===== config.mk =====
export PLATFORM = sky130hd
export DESIGN_NAME = pipeline_hazard_controller
export DESIGN_NICKNAME = d
export VERILOG_FILES = /design/src/rtl/pipeline_hazard_controller_pkg.sv /design/src/rtl/pipeline_hazard_controller_forward_select_unit.sv /design/src/rtl/pipeline_hazard_controller.sv
export SDC_FILE = /design/constraint.sdc
export NUM_CORES = 1
export LEC_CHECK = 0
export BUFFER_PORTS_ARGS = -buffer_cell sky130_fd_sc_hd__buf_2
export CAP_MARGIN = 10
export CORE_MARGIN = 4
export CORE_UTILIZATION = 45
export CTS_CLUSTER_DIAMETER = 200
export DETAILED_ROUTE_END_ITERATION = 12
export PLACE_DENSITY = 0.8
export SLEW_MARGIN = 0
export SYNTH_ARGS = -nofsm -noshare
export SYNTH_HDL_FRONTEND = slang
export SYNTH_SLANG_ARGS = --single-unit

===== constraint.sdc =====
create_clock -name clk -period 2.09 [get_ports clk]
set_clock_uncertainty 0.2 [all_clocks]
set_input_delay 0.3135 -clock clk [delete_from_list [all_inputs] [get_ports clk]]
set_output_delay 0.3135 -clock clk [all_outputs]
set_load 0.05 [all_outputs]

===== src/rtl/pipeline_hazard_controller_pkg.sv =====
// Shared definitions for the pipeline hazard controller: FSM state encoding,
// operand forward-select encodings, parameter defaults and the common
// register-hazard match function.
package pipeline_hazard_controller_pkg;

    typedef enum logic [1:0] {
        ST_RUN        = 2'b00,
        ST_LOAD_STALL = 2'b01,
        ST_MEM_WAIT   = 2'b10,
        ST_FLUSH      = 2'b11
    } state_e;

    localparam logic [1:0] FWD_RF    = 2'b00;  // operand from the register file
    localparam logic [1:0] FWD_EXMEM = 2'b01;  // operand from the EX/MEM register
    localparam logic [1:0] FWD_MEMWB = 2'b10;  // operand from the MEM/WB register

    localparam int TIMEOUT_CYC_DEFAULT = 64;
    localparam int CNT_W_DEFAULT       = 16;

    // A producer hazards a consumer only if the source is really read, the
    // producer really writes, and the register is not x0 (hard-wired zero).
    function automatic logic hazard_match(
        input logic       src_used,
        input logic [4:0] src_addr,
        input logic       dst_we,
        input logic [4:0] dst_addr
    );
        return src_used && dst_we && (dst_addr != 5'd0) && (dst_addr == src_addr);
    endfunction

endpackage


===== src/rtl/pipeline_hazard_controller_forward_select_unit.sv =====
// Operand forward selection for one ID-stage source register. The MEM-stage
// result is younger than the WB-stage result, so it wins when both match.
module forward_select_unit
    import pipeline_hazard_controller_pkg::*;
(
    input  logic       src_used,
    input  logic [4:0] src_addr,
    input  logic       reg_write_mem,
    input  logic [4:0] rd_addr_mem,
    input  logic       reg_write_wb,
    input  logic [4:0] rd_addr_wb,
    output logic [1:0] fwd_sel
);

    // Priority select: MEM match, then WB match, else register file.
    always_comb begin
        // NOTE: every always_comb output gets a default first so that no path
        // leaves it unassigned, which would otherwise infer a latch.
        fwd_sel = FWD_RF;
        if (hazard_match(src_used, src_addr, reg_write_mem, rd_addr_mem)) begin
            fwd_sel = FWD_EXMEM;
        end else if (hazard_match(src_used, src_addr, reg_write_wb, rd_addr_wb)) begin
            fwd_sel = FWD_MEMWB;
        end
    end

endmodule


===== src/rtl/pipeline_hazard_controller.sv =====
// Pipeline hazard controller: operand forwarding, load-use stalls, branch
// flushes and data-memory wait stalls with a sticky timeout flag.
// Optional feature macro: HAZARD_PERF_CNT_EN adds saturating performance
// counters (stall_cnt, flush_cnt, memwait_cnt).
module pipeline_hazard_controller
    import pipeline_hazard_controller_pkg::*;
#(
    parameter int TIMEOUT_CYC = TIMEOUT_CYC_DEFAULT,
    parameter int CNT_W       = CNT_W_DEFAULT
) (
    input  logic       clk,
    input  logic       reset,
    input  logic [4:0] rs1_addr_id,
    input  logic [4:0] rs2_addr_id,
    input  logic       rs1_used_id,
    input  logic       rs2_used_id,
    input  logic [4:0] rd_addr_ex,
    input  logic [4:0] rd_addr_mem,
    input  logic [4:0] rd_addr_wb,
    input  logic       reg_write_ex,
    input  logic       reg_write_mem,
    input  logic       reg_write_wb,
    input  logic       mem_read_ex,
    input  logic       branch_taken_ex,
    input  logic       dmem_busy,
    output logic       pc_stall,
    output logic       if_id_stall,
    output logic       id_ex_stall,
    output logic       ex_mem_stall,
    output logic       id_ex_bubble,
    output logic       if_id_flush,
    output logic [1:0] fwd_sel_rs1,
    output logic [1:0] fwd_sel_rs2,
    output logic [1:0] state,
    output logic       mem_timeout
`ifdef HAZARD_PERF_CNT_EN
    ,
    output logic [CNT_W-1:0] stall_cnt,
    output logic [CNT_W-1:0] flush_cnt,
    output logic [CNT_W-1:0] memwait_cnt
`endif
);

    localparam int                WAIT_W   = $clog2(TIMEOUT_CYC + 1);
    localparam logic [WAIT_W-1:0] WAIT_MAX = WAIT_W'(TIMEOUT_CYC);

    // Reject configurations that cannot count anything.
    if (TIMEOUT_CYC < 1 || CNT_W < 1) begin : g_param_check
        $error("pipeline_hazard_controller: TIMEOUT_CYC and CNT_W must be >= 1");
    end

    state_e            state_q, state_d;
    logic [WAIT_W-1:0] wait_cnt_q, wait_cnt_d;
    logic              mem_timeout_q, mem_timeout_d;

    logic       load_use;
    logic       mem_stall;
    logic       do_flush;
    logic       do_ld_stall;
    logic [1:0] fwd_rs1_raw;
    logic [1:0] fwd_rs2_raw;

    forward_select_unit u_fwd_rs1 (
        .src_used      (rs1_used_id),
        .src_addr      (rs1_addr_id),
        .reg_write_mem (reg_write_mem),
        .rd_addr_mem   (rd_addr_mem),
        .reg_write_wb  (reg_write_wb),
        .rd_addr_wb    (rd_addr_wb),
        .fwd_sel       (fwd_rs1_raw)
    );

    forward_select_unit u_fwd_rs2 (
        .src_used      (rs2_used_id),
        .src_addr      (rs2_addr_id),
        .reg_write_mem (reg_write_mem),
        .rd_addr_mem   (rd_addr_mem),
        .reg_write_wb  (reg_write_wb),
        .rd_addr_wb    (rd_addr_wb),
        .fwd_sel       (fwd_rs2_raw)
    );

    // A load in EX feeding any used source in ID cannot be forwarded in time.
    assign load_use = mem_read_ex &&
                      (hazard_match(rs1_used_id, rs1_addr_id, reg_write_ex, rd_addr_ex) ||
                       hazard_match(rs2_used_id, rs2_addr_id, reg_write_ex, rd_addr_ex));

    // Next-state and hazard action decode; memory wait beats branch beats load-use.
    always_comb begin
        state_d     = state_q;
        mem_stall   = 1'b0;
        do_flush    = 1'b0;
        do_ld_stall = 1'b0;
        if (dmem_busy) begin
            mem_stall = 1'b1;
            state_d   = ST_MEM_WAIT;
        end else begin
            case (state_q)
                // The instruction behind a flush is already a bubble, so
                // hazard detection is held off for this one cycle.
                ST_FLUSH: state_d = ST_RUN;
                // Memory has just completed: the pipeline moves again and
                // sees normal hazard handling, but always resumes in RUN.
                ST_MEM_WAIT: begin
                    state_d = ST_RUN;
                    if (branch_taken_ex) begin
                        do_flush = 1'b1;
                    end else if (load_use) begin
                        do_ld_stall = 1'b1;
                    end
                end
                default: begin  // ST_RUN, ST_LOAD_STALL
                    if (branch_taken_ex) begin
                        do_flush = 1'b1;
                        state_d  = ST_FLUSH;
                    end else if (load_use) begin
                        do_ld_stall = 1'b1;
                        state_d     = ST_LOAD_STALL;
                    end else begin
                        state_d = ST_RUN;
                    end
                end
            endcase
        end
    end

    // Count consecutive busy cycles spent in MEM_WAIT; the timeout flag is sticky.
    always_comb begin
        wait_cnt_d = '0;
        if (state_q == ST_MEM_WAIT && dmem_busy) begin
            wait_cnt_d = (wait_cnt_q == WAIT_MAX) ? wait_cnt_q : wait_cnt_q + WAIT_W'(1);
        end
        mem_timeout_d = mem_timeout_q || (wait_cnt_d == WAIT_MAX);
    end

    // FSM state, wait counter and timeout flag registers.
    always_ff @(posedge clk or negedge reset) begin
        if (!reset) begin
            state_q       <= ST_RUN;
            wait_cnt_q    <= '0;
            mem_timeout_q <= 1'b0;
        end else begin
            // NOTE: sequential state uses non-blocking assignments so every
            // flop samples the pre-edge values regardless of statement order.
            state_q       <= state_d;
            wait_cnt_q    <= wait_cnt_d;
            mem_timeout_q <= mem_timeout_d;
        end
    end

    // Control outputs are combinational so the pipeline reacts in the same
    // cycle; they are forced quiet while reset is held low.
    // NOTE: reset gates these outputs directly because they have no flop that
    // the asynchronous reset could clear.
    assign pc_stall     = reset && (mem_stall || do_ld_stall);
    assign if_id_stall  = reset && (mem_stall || do_ld_stall);
    assign id_ex_stall  = reset && mem_stall;
    assign ex_mem_stall = reset && mem_stall;
    assign id_ex_bubble = reset && (do_flush || do_ld_stall);
    assign if_id_flush  = reset && do_flush;
    assign fwd_sel_rs1  = reset ? fwd_rs1_raw : FWD_RF;
    assign fwd_sel_rs2  = reset ? fwd_rs2_raw : FWD_RF;
    assign state        = state_q;
    assign mem_timeout  = mem_timeout_q;

`ifdef HAZARD_PERF_CNT_EN
    logic [CNT_W-1:0] stall_cnt_q, stall_cnt_d;
    logic [CNT_W-1:0] flush_cnt_q, flush_cnt_d;
    logic [CNT_W-1:0] memwait_cnt_q, memwait_cnt_d;

    // Saturating event counters for stall, flush and memory-wait cycles.
    always_comb begin
        stall_cnt_d   = stall_cnt_q;
        flush_cnt_d   = flush_cnt_q;
        memwait_cnt_d = memwait_cnt_q;
        if (do_ld_stall && stall_cnt_q != '1) begin
            stall_cnt_d = stall_cnt_q + CNT_W'(1);
        end
        if (do_flush && flush_cnt_q != '1) begin
            flush_cnt_d = flush_cnt_q + CNT_W'(1);
        end
        if (state_q == ST_MEM_WAIT && memwait_cnt_q != '1) begin
            memwait_cnt_d = memwait_cnt_q + CNT_W'(1);
        end
    end

    // Performance counter registers.
    always_ff @(posedge clk or negedge reset) begin
        if (!reset) begin
            stall_cnt_q   <= '0;
            flush_cnt_q   <= '0;
            memwait_cnt_q <= '0;
        end else begin
            stall_cnt_q   <= stall_cnt_d;
            flush_cnt_q   <= flush_cnt_d;
            memwait_cnt_q <= memwait_cnt_d;
        end
    end

    assign stall_cnt   = stall_cnt_q;
    assign flush_cnt   = flush_cnt_q;
    assign memwait_cnt = memwait_cnt_q;
`endif

endmodule


==> results of run 1 <==
## through the flow
step	util	power, mW	setup TNS, ps
floorplan	-	0.324	-139
global placement	0.644	0.406	-83.7
detailed placement	0.644	0.413	-300
CTS	0.678	0.594	-88.7
global route	0.709	0.634	-156
finish	0.709	0.597	0
## power breakdown
part	switching (mW)	total, mW	internal [mW]	leakage [nW]
clock network	0.0690	0.175	0.106	0.0210
registers	0.00689	0.205	0.198	0.135
logic	0.120	0.218	0.0979	0.475
total	0.196	0.597	0.402	0.632
## synth_stat cells, drive strengths merged
cell     n
a21o     1
o22ai    1
dfrtp   10
a41o     1
nand4b   1
a211o    1
nor3     8
inv      4
buf      4
nor4     3
nand3b   1
nor3b    2
o211ai   2
clkbuf   1
nor2     8
o21a     1
a21oi    2
and2     3
or4      3
xnor2   26
xor2    10
nand4    5
ha       2
o21ai    2
a31o     1
nand2    6
nand3    7
## worst min path at each step
stage,startpoint,to,slack [ps],depth (start not counted)
2_1_floorplan,reset,mem_timeout,-180,0
3_3_place_gp,reset,state[1],130,2
3_5_place_dp,reset,wait_cnt_q[4],120,2
4_1_cts,branch_taken_ex,state[1],90,2
5_1_grt,branch_taken_ex,state[1],100,2
6_report,dmem_busy,state[0],100,2
## worst register-to-register path, cell delays in order, from the launching register on
cell	delay, ps
dfrtp_1	470
inv_1	110
ha_1	150
nand4b_1	200
o211ai_1	150
o21ai_0	110
a41o_1	250
## state kept, by name (all words and copies together), names as in the netlist
register and cells:
mem_timeout 1, state 2, wait_cnt_q 7
## cells by family after synthesis
group,count (synthesis)
compound gates,12
fa+ha+maj,2
buf+inv,9
xor+xnor,36
flops,10
simple gates,47
## routing by layer
layer / up-vias / GRT usage / share of wire
met4: 0 / 0.0622 / 0.0061
met5: - / 0 / 0
li1: 512 / - / -
met1: 491 / 0.217 / 0.37
met3: 2 / 0.0163 / 0.045
met2: 32 / 0.392 / 0.58
## final cells by class
class / count / area share
Tap cell: 27 / 0.0236
Inverter: 4 / 0.0105
Multi-Input combinational cell: 97 / 0.519
Clock buffer: 4 / 0.0253
Sequential cell: 10 / 0.175
Timing Repair Buffer: 55 / 0.247
## repair_timing
action                     4_1_cts  5_1_grt
setup endpoints to repair        6        7
pin swaps                        2        4
resized for setup                6       19
hold buffers                     1        0
hold endpoints to repair        10        0
cloned                           0        0
buffers inserted                 0        1
==> impl_metrics.csv, run 1 <==
group,metric,value,unit
critical_path,timing_worst_setup_path_type,"in2out",
floorplanning,ios,48,
yosys,ys_seq_elements,10,
floorplanning,die_height,54.8,um
clock_tree,cts.reportedPaths.clkPinSlew,70,ps
global_routing,antenna_violations_before_repair,0,
yosys,mappedNetlistArea,983,sq um
yosys,syn-mean-instance-area,8.48,sq um
critical_path,crit_path_max_incr_delay,530,ps
route,post_drt_wl_per_cell,14.2,um
global_routing,globalRoute.totalOverflow,0,
critical_path,endpoint,"fwd_sel_rs2[1]",
yosys,synth_fa_ha_area_frac,0.0254,
placed_design,port_buffer_cells,47,
global_routing,gr-usage-all-layers,0.199,
global_routing,grt_pass1_vias,1031,
floorplanning,floorplan.initialDensity,0.486,
yosys,synth_simple_gate_area_share,0.261,
clock_tree,worst_skew_pair.late_latency,260,ps
yosys,synthCells,116,
route,vias_per_cell,5.26,
final_layout,antennaDiodeCount,0,
critical_path,critical_path.slowest_cell,"or4_4",
critical_path,worstSetupStartpointType,"primary input",
critical_path,rr_worst_depth,6,
yosys,synth_top_family_by_area,"XOR/XNOR gates",
placed_design,hpwl,2340,um
final_layout,syn_to_final_growth,45.8,%
clock_tree,clock_sinks,10,
critical_path,timing.critical_path.cells,"buf_2, or4_4, o21ai_4, nor3_2, nor3_4, buf_6",
sta,worst_slack,6.80,ps
power_and_ir_drop,ir_drop,0.000200,V
critical_path,r2r_slack,340,ps
yosys,yosys-top-cells-area,"dfrtp_1 25%, xnor2_1 23%, xor2_1 8.9%",
critical_path,crit-reg2reg-launch,"wait_cnt_q[0]",
sta,finalHoldViolations,0,
final_layout,instances_no_fill,197,
hold_path,worstHoldPathType,"in2reg",
yosys,multiplexer_fraction_of_the_synthesized_cell_area,0,
floorplanning,core_area,2020,sq um
route,drtAntennaViolNets,0,
final_layout,nets,208,
sta,timing.final.crit_share,0.997,
final_layout,layout.cells.most_common_list,"38 x buf_2, 26 x xnor2_1, 10 x xor2_1, 10 x dfrtp_1, 9 x buf_6",
critical_path,cpLargestDelayFamily,"simple AND/OR/NAND/NOR gates",
route,drc,0,
status,run_status,"finished, final reports clean",
power_and_ir_drop,leakagePower,0.632,nW
placed_design,placed_cells,191,
clock_tree,tritoncts_clock_tree,"built",
sta,setup_viol,0,
critical_path,critPathRequiredTime,1580,ps
critical_path,critical_path_depth,6,
sta,maxSlewViolCount,0,
job,cap_viol_max_count,0,
clock_tree,cts.root.buffer_cell,"clkbuf_4",
global_routing,pin_count_of_the_biggest_net_entering_global_routing,11,
floorplanning,fp.dieArea,3000,sq um
yosys,synth_compound_gate_area_share,0.0929,
yosys,mapped_nets,153,
yosys,ys_warn_count,0,
yosys,sequential_fraction_of_the_synthesis_area,0.254,
route,drt_iter0_drc,10,
clock_tree,clock_tree_buf_depth,2,
sta,achievable-frequency,480,MHz
final_layout,share_of_final_layout_standard_cells_stronger_than_drive_strength_1,0.418,
power_and_ir_drop,power-per-cell-area,417,nW/um^2
sta,max_slew.worst_pin.slew,301,ps
critical_path,worst_r2r_endpoint,"mem_timeout",
placed_design,finalWeightedCongestion,0.825,
floorplanning,die_x,54.8,um
placed_design,post_place_setup_slack,-74.3,ps
critical_path,cp.arrival,1570,ps
sta,grt_setup_unrepaired,"true",
clock_tree,cts_inserted_buffers,3,
final_layout,postLayoutCellArea,1430,sq um
yosys,netlist.top_cell.by_area,"dfrtp_1",
yosys,netlist.area_leader.share,0.254,
yosys,number_of_different_library_cells_in_the_post_synthesis_netlist,32,
global_routing,wire_length_of_the_first_global_routing_pass,4310,um
sta,fin_crit,2080,ps
route,firstDrtPassIters,4,
final_layout,combined_area_of_the_multi_input_logic_cells,744,sq um
floorplanning,rows,16,
route,routed_vias,1037,
sta,max_slew_margin,0.799,
final_layout,fillerInstances,166,
route,wirelength,2790,um
critical_path,timing.critical_path.from,"rd_addr_mem[0]",
final_layout,area.sequential,250,sq um
final_layout,final_common_cell,"buf_2",
sta,timing.hold.ws,101,ps
yosys,synth_xor_xnor_area_share,0.321,
critical_path,path_buf_inv,2,
critical_path,crit_fanout,2,
placed_design,postPlaceCellArea,1300,sq um
critical_path,worstSetupEndpointType,"primary output",
clock_tree,htree_num_levels,1,
Note: power is estimated with default switching activity, not from simulation.
==> inputs of run 2 (changes only) <==
Settings changed: ABC_AREA set to 1, CORE_UTILIZATION 45 to 48, PLACE_DENSITY 0.8 to 0.82.
==> run 2 against run 1 <==
Global-route usage is 0.17 points lower. Critical path type unchanged. First-iteration DRC count grew to 5.7 times the previous value. Via count rose by 34%. Die area is 7.5% higher. Worst hold slack gained 58 ps. Largest cell class unchanged.
==> impl_metrics.csv, run 2 <==
group,metric,value,unit
sta,worst_slack,216,ps
global_routing,grt_util_met3,0.0184,
yosys,ys_warn_count,0,
hold_path,worstHoldPathType,"in2reg",
clock_tree,clock_sinks,10,
final_layout,fillerInstances,213,
route,drc,0,
status,run_status,"finished, final reports clean",
yosys,number_of_different_library_cells_in_the_post_synthesis_netlist,24,
clock_tree,worst_skew_pair.late_latency,250,ps
power_and_ir_drop,leakagePower,0.914,nW
clock_tree,clock_tree_buf_depth,2,
global_routing,grt_pass1_vias,1287,
yosys,yosys-top-cells-area,"nand2_1 22%, dfrtp_1 22%, inv_1 11%",
power_and_ir_drop,fin_total_pwr,0.529,mW
yosys,synthCells,205,
sta,maxSlewViolCount,0,
critical_path,critical-path-top-cell-by-count,"nand2_1",
placed_design,finalWeightedCongestion,0.916,
sta,timing.final.crit_share,0.897,
yosys,netlist.area_leader.share,0.220,
final_layout,max_flop_register,"wait_cnt_q",
floorplanning,floorplan.initialDensity,0.511,
critical_path,critPathRequiredTime,1580,ps
yosys,synthFlopType,"dfrtp_1",
sta,achievable-frequency,534,MHz
power_and_ir_drop,power_frac_seq,0.385,
global_routing,gr-usage-all-layers,0.197,
yosys,syn-mean-instance-area,5.57,sq um
sta,grt_setup_unrepaired,"false",
yosys,mapped_nets,242,
final_layout,nets,294,
floorplanning,die_x,56.8,um
final_layout,final_common_cell,"nand2_1",
sta,max_slew.worst_pin.slew,306,ps
yosys,asyncSetResetFlopFracSynth,1.00,
power_and_ir_drop,ir_drop,0.000273,V
final_layout,syn_to_final_growth,27.1,%
floorplanning,fp.dieArea,3220,sq um
yosys,ys_seq_elements,10,
floorplanning,die_height,56.8,um
sta,setup_tns,0,ps
yosys,mappedNetlistArea,1140,sq um
floorplanning,ios,48,
power_and_ir_drop,power-per-cell-area,365,nW/um^2
critical_path,timing.critical_path.cells,"buf_2, inv_1, nand2_1, nand2_1, nor2_1, nand3_1, nand2_1, nand2_1, o21ai_2, buf_2",
sta,max_slew_margin,0.795,
yosys,netlist.top_cell.by_area,"nand2_1",
critical_path,timing_worst_setup_path_type,"in2out",
placed_design,post_place_setup_slack,219,ps
yosys,ys_top_cells_by_count,"67 x nand2_1, 33 x inv_1, 30 x nor2_1",
critical_path,worstSetupStartpointType,"primary input",
clock_tree,cts.reportedPaths.clkPinSlew,50,ps
critical_path,critical_path.slowest_cell,"buf_2",
final_layout,flip_flop_count_of_the_largest_register_all_copies_and_words_added,7,
route,drtAntennaViolNets,0,
critical_path,crit_path_max_incr_delay,270,ps
route,drt_iter0_drc,57,
route,wirelength,3050,um
global_routing,groute.layer.met1.usage,0.224,
global_routing,pin_count_of_the_biggest_net_entering_global_routing,11,
global_routing,wire_length_of_the_first_global_routing_pass,5110,um
route,firstDrtPassIters,4,
global_routing,antenna_violations_before_repair,0,
final_layout,share_of_final_layout_standard_cells_stronger_than_drive_strength_1,0.255,
clock_tree,tritoncts_clock_tree,"built",
placed_design,port_buffer_cells,47,
power_and_ir_drop,p_clk_frac,0.224,
global_routing,global_route_hottest_layer,"met2",
floorplanning,rows,17,
power_and_ir_drop,p_comb_frac,0.391,
route,vias_per_cell,4.92,
job,cap_viol_max_count,0,
placed_design,hpwl,2650,um
final_layout,antennaDiodeCount,0,
yosys,synth_enable_flop_cells,0,
yosys,sequential_fraction_of_the_synthesis_area,0.219,
final_layout,layout.cells.most_common_list,"67 x nand2_1, 47 x buf_2, 33 x inv_1",
sta,finalHoldViolations,0,
global_routing,gr-usage-met2,0.366,
power_and_ir_drop,internal-power,0.336,mW
clock_tree,post_cts_resized,0,
critical_path,crit_fanout,4,
sta,setup_viol,0,
route,post_drt_wl_per_cell,10.8,um
power_and_ir_drop,p_switching,0.194,mW
global_routing,globalRoute.totalOverflow,0,
sta,fin_crit,1870,ps
clock_tree,htree_num_levels,1,
critical_path,worstSetupEndpointType,"primary output",
yosys,yosysMostFrequentCell,"nand2_1",
clock_tree,cts.root.buffer_cell,"clkbuf_4",
critical_path,cp.arrival,1360,ps
power_and_ir_drop,power.share.switching,0.366,
route,routed_vias,1391,
clock_tree,cts_inserted_buffers,3,
floorplanning,core_area,2230,sq um
[run 2: final cells by class]
class / instances / area, sq um / share of cell area
inverters: 40 / 151 / 0.104
repair buffers: 49 / 253 / 0.174
multi-input cells: 153 / 738 / 0.509
flip-flops and latches: 10 / 250 / 0.173
well taps: 28 / 35.0 / 0.0242
clock buffers: 3 / 22.5 / 0.0155
[run 2: repair_timing]
action                    CTS  global route
buffers inserted            0             0
hold buffers                1             0
hold endpoints to repair   10             0
[run 2: logic make-up (layout without fill, tap and decap cells)]
logic type | Yosys count | after routing | share of synthesized area
AO/OA/AOI/OAI | 16 | 16 | 0.0855
XOR/XNOR | 6 | 6 | 0.0461
flip-flops | 10 | 10 | 0.219
adder cells (fa/ha/maj) | 2 | 2 | 0.0219
AND/OR/NAND/NOR | 129 | 129 | 0.481
buffers and inverters | 42 | 92 | 0.146
[run 2: worst paths after layout]
kind | cells past startpoint | endpoint | slack, ps | from
max | 10 | if_id_stall | 220 | rs2_addr_id[2]
max reg2reg | 8 | mem_timeout | 540 | wait_cnt_q[0]
min in group asynchronous | 3 | mem_timeout | 460 | reset
max in group asynchronous | 3 | state[1] | 1090 | reset
min | 3 | state[1] | 160 | dmem_busy
min reg2reg | 2 | mem_timeout | 270 | mem_timeout
[run 2: per-stage QoR]
stage | cells | hold WS (ps) | instance area, sq um | utilization
2_1_floorplan | 205 | -182 | 1150 | -
3_3_place_gp | 279 | 172 | 1420 | 0.635
3_5_place_dp | 279 | 176 | 1420 | 0.635
4_1_cts | 283 | 154 | 1450 | 0.649
5_1_grt | 283 | 159 | 1450 | 0.649
6_report | 283 | 160 | 1450 | 0.649
[run 2: power by group through the flow]
| stage | Clock, mW | Combinational, mW | Sequential, mW |
|---|---|---|---|
| after floorplan | 0 | 0.117 | 0.214 |
| after global placement | 0 | 0.204 | 0.207 |
| after detailed placement | 0 | 0.204 | 0.207 |
| after CTS | 0.126 | 0.206 | 0.204 |
| after global routing | 0.137 | 0.231 | 0.204 |
| final | 0.118 | 0.207 | 0.204 |
[run 2: routing by layer]
| metal | part of all wire | vias to the layer above |
|---|---|---|
| li1 | - | 742 |
| met1 | 0.40 | 603 |
| met2 | 0.53 | 42 |
| met3 | 0.059 | 4 |
| met4 | 0.012 | 0 |
| met5 | 0 | - |
[run 2: worst max-delay path: cells and delay by family]
family                 cells  cell delay, ps
AO/OA/AOI/OAI              1             130
buffers and inverters      3             460
AND/OR/NAND/NOR            6             450
==> inputs of run 3 (changes only) <==
--- a/config.mk
+++ b/config.mk
@@ -7,3 +7,2 @@
 export LEC_CHECK = 0
-export ABC_AREA = 1
 export BUFFER_PORTS_ARGS = -buffer_cell sky130_fd_sc_hd__buf_2
@@ -11,6 +10,6 @@
 export CORE_MARGIN = 4
-export CORE_UTILIZATION = 48
+export CORE_UTILIZATION = 45
 export CTS_CLUSTER_DIAMETER = 200
 export DETAILED_ROUTE_END_ITERATION = 12
-export PLACE_DENSITY = 0.82
+export PLACE_DENSITY = 0.8
 export SLEW_MARGIN = 0
==> constraint.sdc (replaced) <==
create_clock -name clk -period 2.09 [get_ports clk]
set_clock_uncertainty 0.2 [all_clocks]
set_input_delay 0.209 -clock clk [delete_from_list [all_inputs] [get_ports clk]]
set_output_delay 0.209 -clock clk [all_outputs]
set_load 0.05 [all_outputs]
==> run 3 against run 2 <==
Fmax decreased by 5.9%. Total power increased by 9.2%. Clock power increased by 47%. Critical endpoint is now fwd_sel_rs1[1]. Largest cell class unchanged.
==> impl_metrics.csv, run 3 (synthesis results as in run 1) <==
group,metric,value,unit
status,run_status,"finished, final reports clean",
critical_path,critical_path_depth,6,
final_layout,postLayoutCellArea,1310,sq um
global_routing,gr-usage-all-layers,0.215,
clock_tree,clock_sinks,10,
final_layout,final_common_cell,"buf_2",
job,cap_viol_max_count,0,
power_and_ir_drop,p_comb_frac,0.346,
global_routing,pin_count_of_the_biggest_net_entering_global_routing,11,
sta,timing.final.crit_share,0.952,
final_layout,max_flop_register,"wait_cnt_q",
hold_path,min_delay_path_depth,4,
placed_design,hpwl,2220,um
route,wirelength,2770,um
clock_tree,cts.reportedPaths.clkPinSlew,70,ps
final_layout,layout.cells.most_common_list,"46 x buf_2, 26 x xnor2_1, 10 x xor2_1, 10 x dfrtp_1, 8 x nor2_1",
sta,setup_tns,0,ps
sta,grt_setup_unrepaired,"false",
power_and_ir_drop,p_switching,0.190,mW
global_routing,wire_length_of_the_first_global_routing_pass,4590,um
route,firstDrtPassIters,4,
critical_path,r2r_slack,190,ps
power_and_ir_drop,power-per-cell-area,441,nW/um^2
global_routing,globalRoute.totalOverflow,0,
clock_tree,clock_tree_buf_depth,2,
critical_path,worstSetupStartpointType,"primary input",
floorplanning,die_height,54.8,um
critical_path,rr_worst_depth,6,
sta,finalHoldViolations,0,
clock_tree,cts.root.buffer_cell,"clkbuf_4",
power_and_ir_drop,ir_drop,0.000379,V
sta,max_slew_margin,0.698,
final_layout,share_of_final_layout_standard_cells_stronger_than_drive_strength_1,0.370,
sta,max_slew.worst_pin.slew,452,ps
floorplanning,rows,16,
global_routing,grt_pass1_vias,1000,
final_layout,antennaDiodeCount,0,
sta,setup_viol,0,
route,drtAntennaViolNets,0,
route,post_drt_wl_per_cell,14.4,um
hold_path,worstHoldPathType,"in2reg",
power_and_ir_drop,leakagePower,0.590,nW
critical_path,path_buf_inv,2,
placed_design,finalWeightedCongestion,0.893,
critical_path,timing.critical_path.cells,"buf_2, or4_4, o21ai_2, nor3_1, nor3_2, buf_2",
placed_design,postPlaceCellArea,1240,sq um
route,drt_iter0_drc,7,
clock_tree,htree_num_levels,1,
clock_tree,tritoncts_clock_tree,"built",
global_routing,antenna_violations_before_repair,0,
sta,maxSlewViolCount,0,
critical_path,crit_path_max_incr_delay,540,ps
placed_design,port_buffer_cells,47,
floorplanning,die_x,54.8,um
power_and_ir_drop,p_clk_frac,0.299,
clock_tree,cts_inserted_buffers,3,
critical_path,worstSetupEndpointType,"primary output",
floorplanning,ios,48,
route,drc,0,
floorplanning,floorplan.initialDensity,0.486,
critical_path,cpLargestDelayFamily,"simple AND/OR/NAND/NOR gates",
clock_tree,worst_skew_pair.late_latency,260,ps
critical_path,critical_path.slowest_cell,"or4_4",
power_and_ir_drop,power_frac_seq,0.355,
final_layout,flip_flop_count_of_the_largest_register_all_copies_and_words_added,7,
critical_path,timing_worst_setup_path_type,"in2out",
final_layout,syn_to_final_growth,33.3,%
sta,achievable-frequency,502,MHz
power_and_ir_drop,internal-power,0.388,mW
critical_path,critPathRequiredTime,1680,ps
route,vias_per_cell,5.21,
critical_path,cp.arrival,1580,ps
floorplanning,fp.dieArea,3000,sq um
critical_path,crit_fanout,3,
floorplanning,core_area,2020,sq um
sta,fin_crit,1990,ps
route,routed_vias,1001,
critical_path,critical-path-top-cell-by-count,"buf_2",
final_layout,nets,203,
power_and_ir_drop,power.share.switching,0.329,
## run 3: power groups by stage
stage | Combinational, mW | Sequential (mW) | Clock, mW
2_1_floorplan | 0.109 | 0.213 | 0
5_1_grt | 0.217 | 0.206 | 0.185
6_report | 0.200 | 0.205 | 0.173
3_5_place_dp | 0.194 | 0.209 | 0
3_3_place_gp | 0.187 | 0.208 | 0
4_1_cts | 0.199 | 0.205 | 0.178
## run 3: layout make-up
| class | instances | area (sq um) |
|---|---|---|
| sequential | 10 | 250 |
| timing repair buffer | 50 | 268 |
| multi-input combinational | 97 | 708 |
| fill | 170 | 711 |
| inverter | 4 | 15.0 |
| clock buffer | 4 | 36.3 |
| tap | 27 | 33.8 |
## run 3: metrics by stage
| stage | hold slack [ps] | instances | worst slack [ps] | utilization | power [mW] |
|---|---|---|---|---|---|
| floorplan | -287 | 116 | 69.6 | - | 0.322 |
| global placement | -101 | 185 | 175 | 0.614 | 0.395 |
| detailed placement | -96.4 | 185 | 95.8 | 0.614 | 0.402 |
| CTS | 235 | 192 | 95.0 | 0.647 | 0.582 |
| global route | 271 | 192 | 14.2 | 0.649 | 0.607 |
| finish | 233 | 192 | 99.5 | 0.649 | 0.578 |
## run 3: tightest hold or removal path, cell delays in order
cell	delay, ps
buf_2	70
o21a_1	140
a21oi_2	80
nor3_1	130
## run 3: repair_timing
| item | 4_1_cts | 5_1_grt |
|---|---|---|
| resized for setup | 0 | 1 |
| endpoints found under the hold margin | 12 | 0 |
| buffers inserted | 0 | 0 |
| setup endpoints to repair | 0 | 1 |
| hold buffers | 3 | 0 |
## run 3: layer usage
metal	track usage	share of wire
met1	0.260	0.42
met5	0	0
met3	0.0436	0.052
met4	0.0415	0
met2	0.388	0.53
## run 3: final timing paths
kind / startpoint / end
setup / recovery: rd_addr_mem[0] / fwd_sel_rs1[1]
hold / removal: mem_read_ex / state[0]
setup reg to reg: wait_cnt_q[0] / mem_timeout
hold reg to reg: mem_timeout / mem_timeout
max in group asynchronous: reset / wait_cnt_q[0]
min in group asynchronous: reset / wait_cnt_q[5]
